File: src/rtl/path_bucket_parser.sv
// Unpacks ORAM path buckets (header + ORAMZ blocks) and streams real blocks to the Stash write port.
// Build option ORAM_DUMMY_FORWARD_EN: forward dummy slots too, tagged with the all-ones dummy address.
//   state     | meaning
//   StIdle    | waiting for StartPath
//   StHeader  | collecting bucket header chunks into headerReg
//   StForward | passing current slot's chunks to the Stash
//   StDrain   | discarding chunks of a dummy slot
//   StDone    | one-cycle PathDone pulse
module path_bucket_parser #(
    parameter int DataWidth = 64,
    parameter int ORAMB     = 512,
    parameter int ORAMU     = 32,
    parameter int ORAML     = 32,
    parameter int ORAMZ     = 4
) (
    input  logic                 Clock,
    input  logic                 Reset,
    input  logic                 StartPath,
    output logic                 Busy,
    input  logic [DataWidth-1:0] InData,
    input  logic                 InValid,
    output logic                 InReady,
    output logic [DataWidth-1:0] WriteData,
    output logic [ORAMU-1:0]     WritePAddr,
    output logic [ORAML-1:0]     WriteLeaf,
    output logic                 WriteInValid,
    input  logic                 WriteInReady,
    output logic                 PathDone,
    output logic [7:0]           RealBlockCount
);

    localparam int BlockChunks  = ORAMB / DataWidth;
    localparam int HeaderBits   = ORAMZ * (1 + ORAMU + ORAML);
    localparam int HeaderChunks = (HeaderBits + DataWidth - 1) / DataWidth;
    localparam int MaxChunks    = (HeaderChunks > BlockChunks) ? HeaderChunks : BlockChunks;
    localparam int ChunkW       = (MaxChunks > 1) ? $clog2(MaxChunks) : 1;
    localparam int SlotW        = (ORAMZ > 1) ? $clog2(ORAMZ) : 1;
    localparam int BucketW      = $clog2(ORAML + 2);
    localparam int LeafBase     = ORAMZ + ORAMZ * ORAMU;

    typedef enum logic [2:0] {
        StIdle,
        StHeader,
        StForward,
        StDrain,
        StDone
    } state_t;

    state_t                state, nextState;
    logic [BucketW-1:0]    bucketCnt;
    logic [SlotW-1:0]      slotCnt;
    logic [ChunkW-1:0]     chunkCnt;
    logic [HeaderBits-1:0] headerReg;
    logic                  curReal;

    logic                  accept;
    logic                  lastChunk;
    logic                  slotEnd;
    logic                  pathEnd;
    logic                  doDispatch;
    logic [HeaderBits-1:0] hdrNext;
    logic [HeaderBits-1:0] dispHdr;
    logic [SlotW-1:0]      dispSlot;
    logic                  dispValid;
    logic                  dispReal;
    logic [ORAMU-1:0]      dispPAddr;
    logic [ORAML-1:0]      dispLeaf;
    state_t                dispTarget;

    // Padding bits beyond HeaderBits in the last header chunk are simply not stored.
    always_comb begin
        hdrNext = headerReg;
        for (int b = 0; b < DataWidth; b++) begin
            if (int'(chunkCnt) * DataWidth + b < HeaderBits)
                hdrNext[int'(chunkCnt) * DataWidth + b] = InData[b];
        end
    end

    // Slot 0 is dispatched from the header being completed this cycle, so the
    // first block can start right after the last header chunk.
    always_comb begin
        dispHdr   = (state == StHeader) ? hdrNext : headerReg;
        dispSlot  = (state == StHeader) ? '0 : slotCnt + SlotW'(1);
        dispValid = dispHdr[int'(dispSlot)];
        dispPAddr = dispHdr[ORAMZ + int'(dispSlot) * ORAMU +: ORAMU];
        dispLeaf  = dispHdr[LeafBase + int'(dispSlot) * ORAML +: ORAML];
        dispReal  = dispValid;
`ifdef ORAM_DUMMY_FORWARD_EN
        dispTarget = StForward;
        if (!dispValid) begin
            dispPAddr = '1;
            dispLeaf  = '0;
        end
`else
        dispTarget = dispValid ? StForward : StDrain;
`endif
    end

    always_comb begin
        InReady = 1'b0;
        case (state)
            StHeader:  InReady = 1'b1;
            StDrain:   InReady = 1'b1;
            StForward: InReady = WriteInReady;
            default:   InReady = 1'b0;
        endcase
        accept       = InValid & InReady;
        lastChunk    = (state == StHeader) ? (chunkCnt == ChunkW'(HeaderChunks - 1))
                                           : (chunkCnt == ChunkW'(BlockChunks - 1));
        slotEnd      = (slotCnt == SlotW'(ORAMZ - 1));
        pathEnd      = (bucketCnt == BucketW'(ORAML));
        Busy         = (state != StIdle);
        PathDone     = (state == StDone);
        WriteInValid = (state == StForward) & InValid;
        WriteData    = InData;
    end

    always_comb begin
        nextState  = state;
        doDispatch = 1'b0;
        case (state)
            StIdle: begin
                if (StartPath) nextState = StHeader;
            end
            StHeader: begin
                if (accept && lastChunk) begin
                    doDispatch = 1'b1;
                    nextState  = dispTarget;
                end
            end
            StForward, StDrain: begin
                if (accept && lastChunk) begin
                    if (slotEnd) begin
                        nextState = pathEnd ? StDone : StHeader;
                    end else begin
                        doDispatch = 1'b1;
                        nextState  = dispTarget;
                    end
                end
            end
            StDone:  nextState = StIdle;
            default: nextState = StIdle;
        endcase
    end

    always_ff @(posedge Clock) begin
        if (Reset) begin
            state          <= StIdle;
            bucketCnt      <= '0;
            slotCnt        <= '0;
            chunkCnt       <= '0;
            headerReg      <= '0;
            curReal        <= 1'b0;
            WritePAddr     <= '0;
            WriteLeaf      <= '0;
            RealBlockCount <= '0;
        end else begin
            state <= nextState;
            if (state == StIdle && StartPath) begin
                bucketCnt      <= '0;
                slotCnt        <= '0;
                chunkCnt       <= '0;
                RealBlockCount <= '0;
            end
            if (accept) begin
                chunkCnt <= lastChunk ? '0 : chunkCnt + ChunkW'(1);
                if (state == StHeader) headerReg <= hdrNext;
                if (lastChunk && state != StHeader) begin
                    if (state == StForward && curReal && RealBlockCount != 8'hFF)
                        RealBlockCount <= RealBlockCount + 8'd1;
                    if (slotEnd) begin
                        slotCnt   <= '0;
                        bucketCnt <= bucketCnt + BucketW'(1);
                    end else begin
                        slotCnt <= slotCnt + SlotW'(1);
                    end
                end
            end
            if (doDispatch) begin
                WritePAddr <= dispPAddr;
                WriteLeaf  <= dispLeaf;
                curReal    <= dispReal;
            end
        end
    end

endmodule

File: config.mk
export PLATFORM = sky130hd
export DESIGN_NAME = path_bucket_parser
export DESIGN_NICKNAME = d
export VERILOG_FILES = /design/src/rtl/path_bucket_parser.sv
export SDC_FILE = /design/constraint.sdc
export NUM_CORES = 1
export LEC_CHECK = 0
export ABC_AREA = 0
export BUFFER_PORTS_ARGS = -buffer_cell sky130_fd_sc_hd__buf_2
export CAP_MARGIN = 20
export CORE_MARGIN = 8
export CORE_UTILIZATION = 30
export CTS_CLUSTER_DIAMETER = 40
export DETAILED_ROUTE_END_ITERATION = 12
export SETUP_SLACK_MARGIN = 0.5
export SYNTH_ARGS = -nofsm -noshare
export SYNTH_HDL_FRONTEND = slang
export SYNTH_SLANG_ARGS = --single-unit
File: constraint.sdc
create_clock -name Clock -period 2.3 [get_ports Clock]
set_input_delay 0.23 -clock Clock [delete_from_list [all_inputs] [get_ports Clock]]
set_output_delay 0.23 -clock Clock [all_outputs]
set_load 0.005 [all_outputs]
# Word level (Yosys, flattened, before mapping)
# Index checks and enable logic that the tools add are counted.
# op_classes
n_addsub,69
n_eq_ne,13
shifts,2
order_cmp,193
muxes,288
n_bitwise,2
n_reduce_logical,75
# ops
cell,n
$mux W260,65
$bwmux W260,64
$lt A32 B10 Y1 const B,63
$ge A10 B1 Y1 const B,63
$lt A10 B10 Y1 const B,63
$demux W1 S9,63
$add A9 B6 Y10 const B,32
$shiftx A260 B10 Y32,1
$shiftx A260 B9 Y32,1
$add A9 B5 Y10 const B,16
$add A9 B4 Y10 const B,8
$mux W1,70
$logic_and A1 B1 Y1,69
$add A9 B3 Y10 const B,4
$mux W8,4
$mux W3,8
$mux W6,4
$add A9 B2 Y10 const B,2
$add A9 B1 Y10 const B,1
$lt A2 B10 Y1 const B,1
$lt A9 B10 Y1 const B,1
$mux W2,5
$add A8 B7 Y9 const A,1
$eq A3 B3 Y1 const B,3
other kinds (25),30
# word_totals
reg_bits,347

# Depth between registers and ports, before layout
# Gate-level depths: netlist of run 1.
# logic_depth
depth_word,139
depth_mapped,9

# Worst setup path before layout of run 1
# OpenSTA, ideal clock, no wires.
# synth_path
path_kind,register to register
from,register state[1]
to,register WritePAddr[11]
path_stages_with_launch,8
setup_slack_ns,0.068
setup_ns,0.122
period_less_slack_ns,2.232
t_required_ns,2.178
arrival_ns,2.110
cell_sequence,dfxtp_1 or3b_1 buf_2 mux2i_1 nor3b_2 nor2_2 clkbuf_1 a221o_1
# synth_between
elab_chain_cells,7
word_cells_on_any_way,16
cone_classes,add/sub: 1; eq/ne: 3; shift: 1; mux: 7; bitwise: 1; reduce/logical: 3
# synth_rtl
item,line,rtl
"start, declared",49,"state_t state, nextState;"
"start signal, assigned",148,state <= StIdle;
"start signal, assigned",158,state <= nextState;
"parallel branches: the longest is 7 deep, another holds $add A3 B7 Y8",n/a,
"end signal, assigned",180,WritePAddr <= dispPAddr;
"end, declared",24,"output logic [ORAMU-1:0] WritePAddr,"
# Several ways; the timed one is not identified.
# A chain may end at the register's enable or synchronous reset.

# Worst setup path after layout of run 1
# layout_path
from,register state[1]
to,register WriteLeaf[16]
# layout_between
elab_chain_cells,7
word_cells_on_any_way,16
cone_classes,add/sub: 1; eq/ne: 3; shift: 1; mux: 7; bitwise: 1; reduce/logical: 3
# layout_rtl
item,line,rtl
"parallel branches: the longest is 7 deep, another holds $add A8 B7 Y9",n/a,
"end signal, assigned",181,WriteLeaf <= dispLeaf;
"end, declared",25,"output logic [ORAML-1:0] WriteLeaf,"
# Several ways; the timed one is not identified.

==> results by group, run 1 <==
Outcome
  • Status: finished with violations
  • Failing checks: slew limit

Layout
  • P&R area growth vs syn: 46.78%
  • Layout cells sized above 1: 32.58%
  • Fin nets: 2,330
  • Post-layout util: 44.69%
  • Fin cells: 2,971
  • N_diodes: 0

Placement
  • HPWL Detailed: 32,850 µm
  • Routability cong.: 0.7949
  • Port Buffer Count: 208
  • Placed instance count: 2,725

Synthesis
  • Post-synth top cells: 638 x nand2_1, 347 x dfxtp_1, 322 x a21oi_1
  • Cells after Synth: 1,994
  • EDFF count, synth: 0
  • Unique masters post-synth: 54
  • Most common cell in the netlist: nand2_1
  • Flops & latches, synth: 347
  • Top cells by area, synth: dfxtp_1 45%, nand2_1 16%, a21oi_1 11%
  • Ys Warns: 0
  • Syn Area/Cell: 7.677 µm²
  • Top FF cell, synth: dfxtp_1
  • Asr flop ratio synth: 0%
  • Cell type with the largest total area after synthesis: dfxtp_1
  • Synth Cell Area: 15,310 µm²
  • Top cell type's share of synthesized area: 45.38%
  • Net Count, Synth: 2,069
  • Sequential share of the synthesized area: 45.38%

STA
  • Least-Margin Pin Slew: 1.535 ns
  • Post-route minimum period: 2.262 ns
  • Fin crit share: 98.34%
  • Clk_skew: 0.02153 ns
  • Peak Freq: 0.4421 GHz
  • Hold WS: 0.09779 ns
  • Slew Viols, Final: 86
  • RSZ-0062 raised after global routing: true
  • # setup viols final: 0
  • Final Hold Fails: 0
  • Total Neg Setup Slack: 0 ns
  • Slew headroom: -2.333%

Routing
  • # DRC: 0
  • Routed Antenna Nets: 0
  • Initial drt markers: 1,308
  • Detailed Routing Iterations Pass 1: 5
  • Detailed-route wire length per cell: 21.08 µm
  • Post-Route WL: 62,630 µm
  • Via/cell ratio: 5.279
  • Via count: 15,680

Worst setup path
  • Crit-path cells: buf_8 -> or4b_4 -> nor3_4 -> buf_4 -> buf_6 -> clkbuf_16 -> mux2i_1 -> o21ai_1 -> a32o_1
  • Startpoint types: flip-flop
  • Critical Path Slowest Stage Cell: or4b_4
  • Max FO, Critical Path: 4
  • Critical Path RT: 2.78 ns
  • Setup CP Type: flip-flop to flip-flop
  • Crit. End Element: flip-flop
  • Crit path largest cell delay: 0.57 ns
  • Worst EP arrival: 2.75 ns

GRT
  • Global route total overflow: 0
  • GRT met2 Usage: 30.85%
  • First-pass GRT wire length: 82,800 µm
  • GR Layer Usage met1: 20.64%
  • Global route hottest layer: met2
  • All-Layer GR Usage: 17.42%
  • Met3 usage: 3.020%
  • Vias in the first global route: 14,350
  • Initial antenna violation count: 0
  • Pin count of the biggest net entering global routing: 235

Pwr
  • Power per cell area: 695.9 nW/µm²
  • Max VDD drop: 0.5159 mV
  • Leakage: 0.007897 µW

Floorplanning
  • Die height: 241.9 µm
  • Initial Util: 30.45%
  • Ports: 209
  • Core footprint: 50,270 µm²
  • DIE WIDTH: 241.9 µm
  • Rows: 82
  • Die Area: 58,510 µm²

Clock tree
  • TritonCTS buffer count: 53
  • CTS Root Cell: clkbuf_16
  • Clk pin slew, worst setup/hold paths: 0.06 ns
  • CTS H-tree lvls: 2
  • CTS Buffer Depth: 3
  • Clk_lat worst skew: 0.59 ns
  • Clk sinks: 347
  • CTS tree: yes

Worst hold path
  • Hold Crit Class: input port to flip-flop

Job
  • Max-Cap Viols: 0
-- worst paths after layout --
| kind | slack, ns | start | cells past startpoint | endpoint |
|---|---|---|---|---|
| worst max-delay path | 0.04 | state[1] | 9 | WriteLeaf[16] |
| worst min register to register | 0.45 | headerReg[214] | 2 | headerReg[214] |
| worst max register to register | 0.04 | state[1] | 9 | WriteLeaf[16] |
| worst min-delay path | 0.1 | InData[8] | 4 | headerReg[200] |
-- routing by layer --
layer / vias to the layer above / wire length [µm]
met5: - / 0
met4: 0 / 2585
met3: 136 / 4320
met2: 615 / 31040
met1: 7631 / 24680
li1: 7302 / -
-- worst max-delay path: cells and delay by family, from the launching register on --
| kind | cells | cell delay (ns) |
|---|---|---|
| flops | 1 | 0.33 |
| buf+inv | 4 | 0.56 |
| compound gates | 2 | 0.35 |
| mux | 1 | 0.18 |
| simple gates | 2 | 0.74 |
-- state kept, by name, summed over array words and instances, names as in the netlist --
register        cells
bucketCnt           6
slotCnt             2
chunkCnt            3
RealBlockCount      8
WriteLeaf          32
WritePAddr         32
state               3
headerReg         260
curReal             1
-- cells in the final DEF, fill, tap and decap left out, drive strengths merged, types with 8 or more instances in the layout --
cell type / synthesis / final
nand3: 33 / 35
buf: 110 / 331
o21ai: 53 / 53
o22ai: 22 / 22
clkbuf: 108 / 86
dfxtp: 347 / 347
nand2: 638 / 638
nor3: 22 / 22
inv: 13 / 28
a32o: 28 / 28
a31oi: 25 / 25
nor2: 75 / 75
or3: 20 / 20
a21o: 8 / 8
a311oi: 18 / 18
dlygate4sd3: 0 / 63
a21oi: 322 / 322
clkinvlp: 0 / 9
a221o: 17 / 17
clkinv: 0 / 10
mux2i: 66 / 66
-- metrics by stage --
step | setup WS [ns] | power (µW) | cell area [µm²]
3_3_place_gp | -0.2184 | 7122 | 17050
2_1_floorplan | 0.1803 | 6727 | 15450
5_1_grt | -0.04425 | 16040 | 22470
6_report | 0.03822 | 15640 | 22470
4_1_cts | 0.01032 | 15540 | 19800
3_5_place_dp | -0.02861 | 7136 | 17070
-- power breakdown --
group | internal [µW] | leakage, µW | switching [µW]
clock | 5110 | 0.000880 | 3240
sequential | 6050 | 0.00280 | 20.7
combinational | 460 | 0.00422 | 756
total | 11600 | 0.00790 | 4020
-- layout make-up --
| class | instances | area [µm²] |
|---|---|---|
| tap | 672 | 840.8 |
| inverter | 13 | 48.80 |
| clock inverter | 40 | 450.4 |
| multi-input combinational | 1419 | 8800 |
| timing repair buffer | 421 | 3988 |
| sequential | 347 | 6952 |
| fill | 4747 | 27810 |
| clock buffer | 59 | 1389 |
-- cells by family after synthesis --
kind of cell               after synthesis  share of synthesized area, %
buffers and inverters                  231                         7.618
adders and majority gates                6                        0.4904
and+or+nand+nor                        822                         21.91
AOI/OAI and AO/OA                      518                         19.95
xor gates and xnor gates                 2                        0.1145
muxes                                   68                         4.536
DFF                                    347                         45.38
-- what timing repair did --
item                                    4_1_cts  5_1_grt
buffers inserted                              9       33
cloned                                        4       38
endpoints found under the hold margin       247        0
resized for setup                            30      427
pin swaps                                     5      240
hold buffers                                 63        0
endpoints found under the setup margin      348      351
Note: power is estimated with default switching activity, not from simulation.
==> run 2, diff against run 1 <==
--- a/config.mk
+++ b/config.mk
@@ -8,10 +8,12 @@
 export ABC_AREA = 0
 export BUFFER_PORTS_ARGS = -buffer_cell sky130_fd_sc_hd__buf_2
 export CAP_MARGIN = 20
+export CORE_ASPECT_RATIO = 0.75
 export CORE_MARGIN = 8
 export CORE_UTILIZATION = 30
 export CTS_CLUSTER_DIAMETER = 40
 export DETAILED_ROUTE_END_ITERATION = 12
+export GPL_TIMING_DRIVEN = 0
 export SETUP_SLACK_MARGIN = 0.5
 export SYNTH_ARGS = -nofsm -noshare
 export SYNTH_HDL_FRONTEND = slang
==> results by group, run 2 (synthesis results as in run 1) <==
GRT
  • First-pass GRT wire length: 97,220 µm (was 82,800 µm)
  • Initial antenna violation count: 3 (was 0)
  • All-Layer GR Usage: 21.35% (was 17.42%)
  • Global route total overflow: 0 (unchanged)
  • Vias in the first global route: 15,760 (was 14,350)
  • Pin count of the biggest net entering global routing: 14 (was 235)

Routing
  • Via/cell ratio: 5.523 (was 5.279)
  • Post-Route WL: 71,160 µm (was 62,630 µm)
  • Via count: 17,240 (was 15,680)
  • Routed Antenna Nets: 0 (unchanged)
  • Detailed Routing Iterations Pass 1: 11 (was 5)
  • # DRC: 0 (unchanged)
  • Initial drt markers: 2,204 (was 1,308)
  • Detailed-route wire length per cell: 22.80 µm (was 21.08 µm)

Placement
  • Port Buffer Count: 206 (was 208)
  • HPWL Detailed: 45,290 µm (was 32,850 µm)
  • Routability cong.: 0.9354 (was 0.7949)
  • DP Worst Slack: -1.190 ns (was -0.02861 ns)

STA
  • Peak Freq: 0.4265 GHz (was 0.4421 GHz)
  • Slew Viols, Final: 0 (was 86)
  • Slew headroom: 20.75% (was -2.333%)
  • Least-Margin Pin Slew: 1.189 ns (was 1.535 ns)
  • Fin crit share: 101.9% (was 98.34%)
  • Final worst slack: -0.04475 ns (was 0.03822 ns)
  • Final Hold Fails: 1 (was 0)
  • Hold WS: -0.0001955 ns (was 0.09779 ns)
  • Post-route minimum period: 2.345 ns (was 2.262 ns)
  • RSZ-0062 raised after global routing: true (unchanged)
  • Clk_skew: 0.03003 ns (was 0.02153 ns)
  • # setup viols final: 20 (was 0)
  • Total Neg Setup Slack: -0.4095 ns (was 0 ns)

Layout
  • Max FFs per register: 260 (unchanged)
  • Fin nets: 2,503 (was 2,330)
  • Commonest non-fill, non-tap cell in the layout: nand2_1 (unchanged)
  • Multi-input combinational cell area: 8882 µm² (was 8800 µm²)
  • P&R area growth vs syn: 53.52% (was 46.78%)
  • Layout cells sized above 1: 36.88% (was 32.58%)
  • Fillers: 4,625 (was 4,747)
  • Top reg by flops: headerReg (unchanged)
  • Top Registers: headerReg: 260 flops, WriteLeaf: 32 flops, WritePAddr: 32 flops (unchanged)
  • Most frequent cells in the layout: 533 x nand2_1, 341 x dfxtp_1, 215 x buf_2, 201 x a21oi_1, 122 x buf_4 (was 509 x nand2_1, 343 x dfxtp_1, 215 x a21oi_1, 207 x buf_2, 109 x nand2_4)
  • FF/Latch Area: 6962 µm² (was 6952 µm²)
  • Post-layout util: 46.74% (was 44.69%)

Worst setup path
  • Crit. End Element: flip-flop (unchanged)
  • Setup CP Type: flip-flop to flip-flop (unchanged)
  • Startpoint types: flip-flop (unchanged)
  • Critical Path RT: 2.78 ns (about the same)
  • Worst EP arrival: 2.83 ns (was 2.75 ns)
  • Max FO, Critical Path: 8 (was 4)

Pwr
  • Leakage: 0.008769 µW (was 0.007897 µW)
  • Max VDD drop: 0.6015 mV (was 0.5159 mV)
  • Power per cell area: 635.3 nW/µm² (was 695.9 nW/µm²)
  • Final Power: 14,930 µW (was 15,640 µW)

Floorplanning
  • Die Area: 58,580 µm² (was 58,510 µm²)
  • DIE WIDTH: 276.8 µm (was 241.9 µm)
  • Die height: 211.6 µm (was 241.9 µm)
  • Initial Util: 30.44% (was 30.45%)
  • Core footprint: 50,280 µm² (was 50,270 µm²)
  • Ports: 209 (unchanged)
  • Rows: 71 (was 82)

Clock tree
  • Clk pin slew, worst setup/hold paths: 0.06 ns (about the same)
  • Clk_lat worst skew: 0.59 ns (about the same)
  • CTS Buffer Depth: 3 (unchanged)
  • CTS H-tree lvls: 2 (unchanged)
  • CTS Root Cell: clkbuf_16 (unchanged)
  • Clk sinks: 347 (unchanged)
  • TritonCTS buffer count: 47 (was 53)
  • CTS tree: yes (unchanged)

Outcome
  • Failing checks: hold timing, setup timing (was slew limit)
  • Status: finished with violations (unchanged)

Worst hold path
  • Hold Crit Class: input port to flip-flop (unchanged)

Job
  • Max-Cap Viols: 0 (unchanged)
==> run 2: final timing paths <==
check | start | endpoint | slack [ns] | depth (start not counted)
setup / recovery | chunkCnt[2] | WriteLeaf[3] | -0.04 | 9
hold / removal | InData[24] | headerReg[216] | -0.0002 | 3
setup reg to reg | chunkCnt[2] | WriteLeaf[3] | -0.04 | 9
hold reg to reg | headerReg[243] | headerReg[243] | 0.45 | 2
==> run 2: repair_timing <==
action | in CTS | in global routing
endpoints found under the setup margin | 350 | 351
endpoints found under the hold margin | 180 | 0
setup buffers | 50 | 45
hold buffers | 52 | 0
resized for setup | 272 | 510
pin swaps | 57 | 133
gates cloned | 8 | 24
==> run 2: worst max-delay path, stage by stage (launching register included) <==
cell and delay (ns):
dfxtp_2 0.33, buf_8 0.13, or4b_4 0.50, buf_6 0.15, nor3_4 0.16, buf_12 0.22, clkbuf_16 0.18, mux2i_1 0.20
o21ai_1 0.10, a32o_2 0.28
==> run 2: power by group <==
| group | switching (µW) | internal (µW) | leakage (µW) |
|---|---|---|---|
| registers | 22.7 | 6040 | 0.00280 |
| logic | 997 | 631 | 0.00523 |
| clock network | 3020 | 4220 | 0.000738 |
==> run 2: stage by stage <==
| stage | instances | instance area (µm²) |
|---|---|---|
| after floorplan | 1994 | 15450 |
| after global placement | 2857 | 17310 |
| after detailed placement | 2857 | 17310 |
| after CTS | 3050 | 20880 |
| after global routing | 3120 | 23500 |
| final | 3121 | 23500 |
==> run 2: layout make-up <==
cell class                 count  share of cell area, %
clock buffer                  55                  5.388
antenna                        2                0.02130
clock inverter                28                  1.182
tap                          657                  3.498
multi-input combinational   1417                  37.80
sequential                   347                  29.62
inverter                      13                 0.2076
buffer                       218                  8.338
timing repair buffer         384                  13.94
==> run 2: layer usage <==
metal	vias up	GRT usage [%]	wire (µm)
met2	1132	33.10	30510
li1	7647	-	-
met5	-	0	22
met3	231	4.752	8322
met4	4	8.139	3288
met1	8223	28.88	29020
==> run 3, diff against run 2 <==
--- a/config.mk
+++ b/config.mk
@@ -14,6 +14,7 @@
 export CTS_CLUSTER_DIAMETER = 40
 export DETAILED_ROUTE_END_ITERATION = 12
 export GPL_TIMING_DRIVEN = 0
+export RECOVER_POWER = 50
 export SETUP_SLACK_MARGIN = 0.5
 export SYNTH_ARGS = -nofsm -noshare
 export SYNTH_HDL_FRONTEND = slang
==> constraint.sdc (replaced) <==
create_clock -name Clock -period 2.3 [get_ports Clock]
set_input_delay 0.46 -clock Clock [delete_from_list [all_inputs] [get_ports Clock]]
set_output_delay 0.46 -clock Clock [all_outputs]
set_load 0.005 [all_outputs]
==> results by group, run 3 (synthesis results as in run 1) <==
Routing
  • Routed Antenna Nets: 0 (unchanged)
  • Via/cell ratio: 5.528 (was 5.523)
  • Post-Route WL: 70,090 µm (was 71,160 µm)
  • Via count: 16,920 (was 17,240)
  • # DRC: 0 (unchanged)
  • Initial drt markers: 1,973 (was 2,204)
  • Detailed Routing Iterations Pass 1: 6 (was 11)
  • Detailed-route wire length per cell: 22.90 µm (was 22.80 µm)

STA
  • Clk_skew: 0.02747 ns (was 0.03003 ns)
  • Fin crit share: 102.3% (was 101.9%)
  • Slew Viols, Final: 0 (unchanged)
  • Post-route minimum period: 2.352 ns (was 2.345 ns)
  • RSZ-0062 raised after global routing: true (unchanged)
  • Least-Margin Pin Slew: 0.9796 ns (was 1.189 ns)
  • Final Hold Fails: 0 (was 1)
  • Final worst slack: -0.05176 ns (was -0.04475 ns)
  • # setup viols final: 21 (was 20)
  • Slew headroom: 34.69% (was 20.75%)
  • Peak Freq: 0.4252 GHz (was 0.4265 GHz)
  • Total Neg Setup Slack: -0.5580 ns (was -0.4095 ns)
  • Hold WS: 0.2015 ns (was -0.0001955 ns)

Worst setup path
  • Critical Path RT: 2.78 ns (about the same)
  • Reg-to-reg startpoint: chunkCnt[2] (unchanged)
  • Crit. End Element: flip-flop (unchanged)
  • Worst EP arrival: 2.83 ns (about the same)
  • Startpoint types: flip-flop (unchanged)
  • FF-to-FF path depth: 9 (unchanged)
  • Reg2Reg Capture Point: WriteLeaf[4] (was WriteLeaf[3])
  • Max FO, Critical Path: 8 (unchanged)
  • Flop2flop setup slack: -0.05 ns (was -0.04 ns)
  • Setup CP Type: flip-flop to flip-flop (unchanged)

Layout
  • Layout cells sized above 1: 34.25% (was 36.88%)
  • Fin nets: 2,444 (was 2,503)
  • P&R area growth vs syn: 47.96% (was 53.52%)
  • Most frequent cells in the layout: 550 x nand2_1, 341 x dfxtp_1, 220 x a21oi_1, 170 x buf_2, 123 x buf_4 (was 533 x nand2_1, 341 x dfxtp_1, 215 x buf_2, 201 x a21oi_1, 122 x buf_4)
  • Fillers: 4,714 (was 4,625)
  • Commonest non-fill, non-tap cell in the layout: nand2_1 (unchanged)
  • Top reg by flops: headerReg (unchanged)
  • Post-layout util: 45.04% (was 46.74%)
  • Top Registers: headerReg: 260 flops, WriteLeaf: 32 flops, WritePAddr: 32 flops (unchanged)
  • Max FFs per register: 260 (unchanged)

Floorplanning
  • Rows: 71 (unchanged)
  • Ports: 209 (unchanged)
  • Die Area: 58,580 µm² (unchanged)
  • Core footprint: 50,280 µm² (unchanged)
  • Initial Util: 30.44% (unchanged)
  • Die height: 211.6 µm (unchanged)
  • DIE WIDTH: 276.8 µm (unchanged)

Worst hold path
  • Hold Crit Depth: 3 (unchanged)
  • Hold Crit Class: input port to flip-flop (unchanged)
  • Hold path start: Reset (was InData[24])
  • WHS Endpoint: state[1] (was headerReg[216])

Job
  • Max-Cap Viols: 0 (unchanged)

Pwr
  • Max VDD drop: 0.6097 mV (was 0.6015 mV)
  • Clock share of power: 48.8% (was 48.5%)
  • Int Power: 10,820 µW (was 10,890 µW)
  • NetSw: 4025 µW (was 4039 µW)
  • Combinational power share: 10.3% (was 10.9%)
  • Leakage: 0.008299 µW (was 0.008769 µW)
  • Reg power frac: 40.9% (was 40.6%)
  • Switching Share: 27.11% (was 27.05%)
  • Power per cell area: 655.6 nW/µm² (was 635.3 nW/µm²)

Clock tree
  • Clk_lat worst skew: 0.59 ns (about the same)
  • CTS tree: yes (unchanged)
  • Clk pin slew, worst setup/hold paths: 0.06 ns (about the same)
  • CTS H-tree lvls: 2 (unchanged)
  • CTS Root Cell: clkbuf_16 (unchanged)
  • Clk sinks: 347 (unchanged)
  • CTS Buffer Depth: 3 (unchanged)
  • TritonCTS buffer count: 47 (unchanged)

Placement
  • DP Worst Slack: -1.190 ns (unchanged)
  • Port Buffer Count: 206 (unchanged)
  • HPWL Detailed: 45,290 µm (unchanged)
  • Routability cong.: 0.9354 (unchanged)

GRT
  • All-Layer GR Usage: 21.19% (was 21.35%)
  • Initial antenna violation count: 4 (was 3)
  • Global route total overflow: 0 (unchanged)
  • Pin count of the biggest net entering global routing: 14 (unchanged)
  • Vias in the first global route: 15,570 (was 15,760)
  • First-pass GRT wire length: 96,370 µm (was 97,220 µm)

Outcome
  • Status: finished with violations (unchanged)
  • Failing checks: setup timing (was hold timing, setup timing)
## run 3: cell type report
type | count | area, µm² | area share (%)
well taps | 657 | 822.0 | 3.630
clock buffers | 55 | 1266 | 5.591
inverters | 13 | 48.80 | 0.2155
repair buffers | 325 | 2579 | 11.39
flip-flops and latches | 347 | 6962 | 30.74
clock inverters | 28 | 277.8 | 1.226
diodes | 1 | 2.502 | 0.01105
multi-input cells | 1417 | 8738 | 38.58
plain buffers | 218 | 1952 | 8.618
## run 3: repair_timing
item | 4_1_cts | 5_1_grt
hold buffers | 0 | 0
pin swaps | 57 | 114
gates cloned | 8 | 20
endpoints found under the hold margin | 0 | 0
setup endpoints to repair | 350 | 351
setup buffers | 50 | 42
resized for setup | 272 | 469
## run 3: worst max path at each step
| stage | from | end | slack (ns) | cells past startpoint |
|---|---|---|---|---|
| final | chunkCnt[2] | WriteLeaf[4] | -0.05 | 9 |
| after global routing | state[2] | WriteLeaf[4] | -0.09 | 9 |
| after CTS | state[2] | WriteLeaf[1] | -0.03 | 9 |
| after detailed placement | slotCnt[0] | WriteLeaf[25] | -1.19 | 6 |
| after global placement | slotCnt[0] | WriteLeaf[25] | -1.16 | 6 |
| after floorplan | state[2] | WriteLeaf[0] | 0.18 | 8 |
## run 3: power by group through the flow
stage	combinational (µW)	clock [µW]	sequential, µW
floorplan	536	0	6190
global placement	1060	0	6190
detailed placement	1070	0	6200
CTS	1270	7240	6060
global route	1590	7490	6070
finish	1540	7250	6070
## run 3: through the flow
step                      instance area (µm²)  power [µW]  std cells
after detailed placement                17310        7264       2857
after CTS                               20360       14570       2998
final                                   22650       14850       3061
after global routing                    22650       15150       3061
after floorplan                         15450        6727       1994
after global placement                  17310        7252       2857
## run 3: worst max-delay path, cell delays in order (launching register included)
cell and delay, ns:
dfxtp_2 0.32, buf_8 0.13, or4b_4 0.50, buf_6 0.15, nor3_4 0.17, buf_12 0.22, clkbuf_16 0.18, mux2i_1 0.21
o21ai_1 0.10, a32o_1 0.27
## run 3: layer usage
layer	vias up	track usage (%)	wire length (µm)
li1	7532	-	-
met4	4	8.121	3078
met3	227	4.741	7771
met1	8138	28.75	28960
met5	-	0	24
met2	1021	32.71	30260
